==> src/rtl/mdio_peripheral.sv <==
// PHY-side Clause-22 MDIO responder: oversamples MDC in the clk domain and decodes frames.
// Writes strobe into a register file; reads turn the bus around and shift 16 bits out.
module mdio_peripheral #(
  parameter logic [4:0] PHY_ADDR = 5'd0
) (
  input  logic        clk,
  input  logic        reset,
  input  logic        mdc,
  input  logic        mdio_out,
  output logic        mdio_in,
  output logic        mdio_oe,
  input  logic [15:0] rd_data,
  output logic [4:0]  addr,
  output logic [15:0] wr_data,
  output logic        wr_stb,
  output logic        rd_stb,
  output logic        busy
);

  typedef enum logic [3:0] {
    IDLE, START, OPCODE, PHYAD, REGAD, TA_WR, DATA_WR, TA_RD, DATA_RD, SKIP
  } state_t;

  state_t      state;
  logic        mdc_q, armed, is_rd, rise;
  logic [4:0]  cnt;
  logic [15:0] sh, sh_nxt;

  // armed masks the first clk after reset so a high MDC is not seen as a rise
  assign rise   = mdc & ~mdc_q & armed;
  assign sh_nxt = {sh[14:0], mdio_out};
  assign busy   = (state != IDLE);

  always_ff @(posedge clk) begin
    if (reset) begin
      state   <= IDLE;
      mdc_q   <= 1'b0;
      armed   <= 1'b0;
      is_rd   <= 1'b0;
      cnt     <= '0;
      sh      <= '0;
      mdio_in <= 1'b0;
      mdio_oe <= 1'b0;
      addr    <= '0;
      wr_data <= '0;
      wr_stb  <= 1'b0;
      rd_stb  <= 1'b0;
    end else begin
      mdc_q  <= mdc;
      armed  <= 1'b1;
      wr_stb <= 1'b0;
      rd_stb <= 1'b0;
      if (rise) begin
        cnt <= cnt + 5'd1;
        case (state)
          IDLE: if (!mdio_out) begin state <= START; cnt <= '0; end
          START: begin
            state <= mdio_out ? OPCODE : IDLE;
            cnt   <= '0;
          end
          OPCODE: begin
            sh <= sh_nxt;
            if (cnt == 5'd1) begin
              cnt   <= '0;
              is_rd <= (sh_nxt[1:0] == 2'b10);
              state <= (sh_nxt[1:0] == 2'b01 || sh_nxt[1:0] == 2'b10) ? PHYAD : IDLE;
            end
          end
          PHYAD: begin
            sh <= sh_nxt;
            if (cnt == 5'd4) begin
              cnt   <= '0;
              state <= (sh_nxt[4:0] == PHY_ADDR) ? REGAD : SKIP;
            end
          end
          REGAD: begin
            sh <= sh_nxt;
            if (cnt == 5'd4) begin
              cnt    <= '0;
              addr   <= sh_nxt[4:0];
              rd_stb <= is_rd;
              state  <= is_rd ? TA_RD : TA_WR;
            end
          end
          TA_WR: begin
            if (cnt == 5'd0 && !mdio_out) begin state <= IDLE; cnt <= '0; end
            if (cnt == 5'd1) begin
              cnt   <= '0;
              state <= mdio_out ? IDLE : DATA_WR;
            end
          end
          DATA_WR: begin
            sh <= sh_nxt;
            if (cnt == 5'd15) begin
              cnt     <= '0;
              wr_data <= sh_nxt;
              wr_stb  <= 1'b1;
              state   <= IDLE;
            end
          end
          TA_RD: begin
            if (cnt == 5'd0) begin
              sh      <= rd_data;
              mdio_oe <= 1'b1;
              mdio_in <= 1'b0;
            end else begin
              mdio_in <= sh[15];
              cnt     <= '0;
              state   <= DATA_RD;
            end
          end
          DATA_RD: begin
            if (cnt == 5'd15) begin
              mdio_oe <= 1'b0;
              cnt     <= '0;
              state   <= IDLE;
            end else begin
              sh      <= {sh[14:0], 1'b0};
              mdio_in <= sh[14];
            end
          end
          // foreign PHYAD: REGAD, TA and DATA still to pass (23 rises)
          SKIP: if (cnt == 5'd22) begin state <= IDLE; cnt <= '0; end
          default: begin state <= IDLE; cnt <= '0; end
        endcase
      end
    end
  end

endmodule

==> config.mk <==
export PLATFORM = sky130hd
export DESIGN_NAME = mdio_peripheral
export DESIGN_NICKNAME = d
export VERILOG_FILES = /design/src/rtl/mdio_peripheral.sv
export SDC_FILE = /design/constraint.sdc
export NUM_CORES = 1
export LEC_CHECK = 0
export ABC_AREA = 1
export CAP_MARGIN = 10
export CORE_MARGIN = 3
export CORE_UTILIZATION = 53
export DETAILED_ROUTE_END_ITERATION = 10
export GPL_TIMING_DRIVEN = 0
export PLACE_DENSITY = 0.9
export SKIP_CTS_REPAIR_TIMING = 1
export SLEW_MARGIN = 20
export SYNTH_ARGS = -nofsm -noshare
export SYNTH_HDL_FRONTEND = slang
export SYNTH_SLANG_ARGS = --single-unit
==> constraint.sdc <==
create_clock -name clk -period 2 [get_ports clk]
set_input_delay 0.4 -clock clk [delete_from_list [all_inputs] [get_ports clk]]
set_output_delay 0.4 -clock clk [all_outputs]
set_load 0.01 [all_outputs]
# ---- After elaboration in Yosys (flattened, before gate mapping)
# Cells that the tools add are included.
dict set report word_totals {
  reg_bits 53
  latch_bits 0
  mem_bits_rw 0
  rom_bits 0
  input_bits 20
  elab_cells 102
  n_memories 0
}
dict set report op_classes {
  add_sub_neg 1
  n_mul 0
  div 0
  order_cmp 0
  n_eq_ne 26
  shift 0
  muxes 35
  bitwise_logic 7
  n_reduce_logical 21
}
# op count
set op_table {}
lappend op_table {{16-bit case mux with 3 select lines} 1}
lappend op_table {{4-bit 2-to-1 mux} 10}
lappend op_table {{5-bit 2-to-1 mux} 8}
lappend op_table {{4-bit case mux with 9 select lines} 1}
lappend op_table {{5-bit case mux with 7 select lines} 1}
lappend op_table {{16-bit 2-to-1 mux} 2}
lappend op_table {{2-bit inequality test (second input constant)} 9}
lappend op_table {{4-bit by 3-bit equality test with 1-bit output (second input constant)} 4}
lappend op_table {{3-bit AND reduction} 4}
lappend op_table {{5-bit logical NOT} 2}
lappend op_table {{9-bit AND reduction} 1}
lappend op_table {{4-bit by 2-bit equality test with 1-bit output (second input constant)} 2}
lappend op_table {{4-bit equality test (second input constant)} 2}
lappend op_table {{4-bit AND reduction} 2}
lappend op_table {{4-bit OR reduction} 2}
lappend op_table {{1-bit 2-to-1 mux} 6}
lappend op_table {{2-bit 2-to-1 mux} 3}
lappend op_table {{5-bit by 1-bit adder with 5-bit output (second input constant)} 1}
lappend op_table {{5-bit by 1-bit equality test with 1-bit output (second input constant)} 1}
lappend op_table {{5-bit by 3-bit equality test with 1-bit output (second input constant)} 1}
lappend op_table {{5-bit by 4-bit equality test with 1-bit output (second input constant)} 1}
lappend op_table {{5-bit equality test (second input constant)} 1}
lappend op_table {{1-bit inverter} 5}
lappend op_table {{4-bit by 1-bit equality test with 1-bit output (second input constant)} 1}
lappend op_table {{other kinds (16)} 19}

# ---- Longest topological paths before layout
dict set report depth {
  word_depth 5
  ltp_mapped 13
}

# ---- Worst setup path after synthesis
# OpenSTA, ideal clock, no wires.
dict set report synth_path {
  kind {reg-to-reg}
  start {reg cnt[1]}
  end {reg wr_data[0]}
  setup_time_ns 0.122
  t_arrival_ns 1.697
  t_required_ns 1.878
  setup_slack_ns 0.181
  path_stages_with_launch 10
  synth_period_minus_slack_ns 1.819
  path_cell_list {dfxtp_1 > ha_1 > nand2_1 > nor2_1 > ha_1 > inv_1 > nor3_1 > buf_2 > buf_2 > a21oi_1}
}
dict set report synth_between {
  elab_chain_cells 2
}
# item line_no
set synth_lines {}
lappend synth_lines {{from (decl)} 26} ;# logic [4:0] cnt;
lappend synth_lines {{from (signal assigned)} 54} ;# cnt <= cnt + 5'd1;
lappend synth_lines {{5-bit by 4-bit equality test with 1-bit output} 94} ;# if (cnt == 5'd15) begin
lappend synth_lines {{3-bit AND reduction (no line)} --}
lappend synth_lines {{to (signal assigned)} 96} ;# wr_data <= sh_nxt;
lappend synth_lines {{to (decl)} 14} ;# output logic [15:0] wr_data,
# No other way between the ends.
# A chain may end at the register's enable or synchronous reset.

# ---- Final worst setup path
dict set report layout_path {
  start {reg cnt[0]}
  end {reg sh[2]}
}
dict set report layout_between {
  elab_chain_cells 3
  word_cells_on_any_way 5
}
# item line_no
set layout_lines {}
lappend layout_lines {{5-bit by 4-bit equality test with 1-bit output or 5-bit logical NOT (tied branches)} {113, 102}}
lappend layout_lines {{2-bit inequality test (no line)} --}
lappend layout_lines {{4-bit AND reduction (no line) (*)} --}
lappend layout_lines {{to (signal assigned)} 93} ;# sh <= sh_nxt;
lappend layout_lines {{to (signal assigned)} 103} ;# sh <= rd_data;
lappend layout_lines {{to (signal assigned)} 118} ;# sh <= {sh[14:0], 1'b0};
lappend layout_lines {{to (decl)} 27} ;# logic [15:0] sh, sh_nxt;
# Every way passes the cells marked *; elsewhere a longest branch is shown, timed or not.

==> flow_summary.yaml <==
status:
  run_status: "completed"
critical_path:
  crit_path_max_incr_delay_ns: 0.38
  crit_path_start_kind: "flip-flop"
  path_max_fanout: 10
  end_kind: "flip-flop"
  rrSetupSlack_ns: 0.04
  slowest_stage: "dfxtp_2"
  cp_data_required_time_ns: 2.20
  path_class: "reg2reg"
  path_cells: "ha_2, nand2_1, nor2_2, ha_2, nand2_2, nand2_2, nor2_4, o21ai_4, inv_4, buf_6, nor2_2, nor2_1"
  cp.arrival_ns: 2.16
detailed_routing:
  post-route-drc-count: 0
  viasPerCell: 5.74
  dr.pass1.iters: 6
  final_antenna_net_count: 0
  drtIter0Drc: 329
  vias: 3004
  routed_wl_um: 7670
  wire_per_inst_um: 14.7
global_route:
  antenna_found_initial: 0
  overflow: 0
  grt_max_degree: 18
  first_global_vias: 2799
  grt_first_pass_wirelength_um: 12600
  grtUsageTotal_pct: 25.2
placement:
  post-dp-hpwl_um: 5370
  gp_congestion: 0.876
  dp_slack_ns: -0.269
  postPlaceCellArea_um2: 3330
  port_buffers: 44
timing:
  final_max_slew_viol_count: 0
  setup_viol_count_final: 0
  min_period_over_period_pct: 98.0
  setup_ws_ns: 0.0408
  hold_ws_ns: 0.481
  finClkSkew_ns: 0.00964
  max_freq_mhz: 510
  worstMarginPinSlew_ns: 0.549
  min_period_ns: 1.96
  hold_violations: 0
  slew_headroom_pct: 63.4
synth:
  yosysTopAreaCell: "dfxtp_1"
  synthTopCellsByArea: "dfxtp_1, nand2_1, o21ai_0"
  synth_most_common_cell: "nand2_1"
  synth_nets: 431
  synth_cells: 403
  netlist_area_um2: 2810
  syn_avg_cell_area_um2: 6.96
  synthFlopType: "dfxtp_1"
  synth_common_cells: "nand2_1, nor2_1, dfxtp_1"
  synth_seq_cells: 53
  netlist.area_leader.share_pct: 37.8
  yosysSeqAreaShare_pct: 37.8
  synth_edf_count: 0
  synth_warnings: 0
  synthDistinctLibCells: 30
  synth-async-reset-ratio_pct: 0
min_path:
  hp-class: "reg2reg"
clock_tree:
  cts_buffer_depth: 2
  tritoncts: "yes"
  clk_pin_slew_worst_paths_ns: 0.10
  clock-sinks: 53
  cts_root_buffer: "clkbuf_8"
  numCtsBuffers: 5
  cts_max_level: 2
  clk_latency_ns: 0.31
power:
  finalPower_w: 0.00239
  internal-power_w: 0.00174
  ir_drop_uv: 432
  power_frac_clock_pct: 36.8
  p_sw_w: 0.000652
  switching_share_pct: 27.3
  seqPwrFrac_pct: 46.9
  power_density_nw_per_um2: 676
  p_leak_nw: 1.51
  combPwrFrac_pct: 16.2
finish:
  multi_input_area_um2: 1510
  nFillCells: 371
  register_area_um2: 1070
  diodes: 0
  drive_gt1_share_pct: 14.5
  area.growth.synth_to_final_pct: 26.1
  nets: 483
  finalInstanceArea_um2: 3540
die:
  io_pins: 46
  start_util_pct: 57.1
  coreArea_um2: 4910
  fp.dieW_um: 78.8
  die_y_um: 78.8
  rows: 25
  dieArea_um2: 6200
flow_run:
  maxCapViolCount: 0
## state kept, by name, summed over array words and instances, names as in the netlist
signal	flops
sh	16
armed	1
wr_stb	1
wr_data	16
is_rd	1
mdio_oe	1
rd_stb	1
addr	5
state	4
mdc_q	1
cnt	5
mdio_in	1
## power groups by stage
| stage | combinational [W] | sequential, W | clock [W] |
|---|---|---|---|
| after CTS | 0.000372 | 0.00112 | 0.000882 |
| after detailed placement | 0.000368 | 0.00114 | 0 |
| final | 0.000388 | 0.00112 | 0.000881 |
| after global placement | 0.000356 | 0.00114 | 0 |
| after global routing | 0.000428 | 0.00112 | 0.000922 |
| after floorplan | 0.000253 | 0.00113 | 0 |
## worst paths after layout
check	endpoint	from	cells past startpoint
max	sh[2]	cnt[0]	12
min	wr_data[10]	sh[9]	2
max reg2reg	sh[2]	cnt[0]	12
min reg2reg	wr_data[10]	sh[9]	2
## critical path: cells and delay by family, from the launching register on
kind | cells | cell delay [ns]
adder cells (fa/ha/maj) | 2 | 0.45
AO/OA/AOI/OAI | 1 | 0.13
flip-flops | 1 | 0.38
buffers and inverters | 2 | 0.27
AND/OR/NAND/NOR | 7 | 0.63
## per-stage QoR
stage                     std cells  utilization (%)  TNS [ns]
final                           523             72.0         0
after global routing            523             72.0    -0.127
after CTS                       522             70.6     -5.45
after detailed placement        514             67.8     -5.42
after global placement          514             67.8     -4.30
after floorplan                 403                -         0
## per-layer routing
layer | global-route usage, % | routed length (µm)
met1 | 31.8 | 2970
met2 | 41.8 | 3760
met3 | 4.31 | 641
met4 | 11.7 | 296
met5 | 0 | 0
## cell type report
type                       instances  area share (%)
clock buffer                       5            1.95
sequential                        53            30.3
tap                               67            2.37
clock inverter                     3            1.95
buffer                            15            2.97
inverter                          46            5.06
timing repair buffer              45            12.7
multi-input combinational        289            42.8
## cell usage in the layout (no fill, tap or decap), drive strengths merged
cell / instances
nand2: 82
nor2: 74
o21ai: 57
dfxtp: 53
inv: 45
clkdlybuf4s50: 44
a21oi: 24
nand3: 18
clkbuf: 14
nand4: 9
nor3: 9
ha: 8
buf: 7
a31oi: 2
nor4: 2
o211ai: 2
bufinv: 2
clkinvlp: 1
clkinv: 1
nor3b: 1
xnor2: 1
## cell families (layout without fill, tap and decap cells)
logic type,Yosys count,in the layout,share of synthesized area (%)
and+or+nand+nor,195,195,32.9
adders and majority gates,8,8,3.57
AOI/OAI and AO/OA,85,85,15.8
buffers and inverters,61,114,9.59
xor gates and xnor gates,1,1,0.312
DFF,53,53,37.8
No activity file was read; power rests on OpenSTA's default activity.
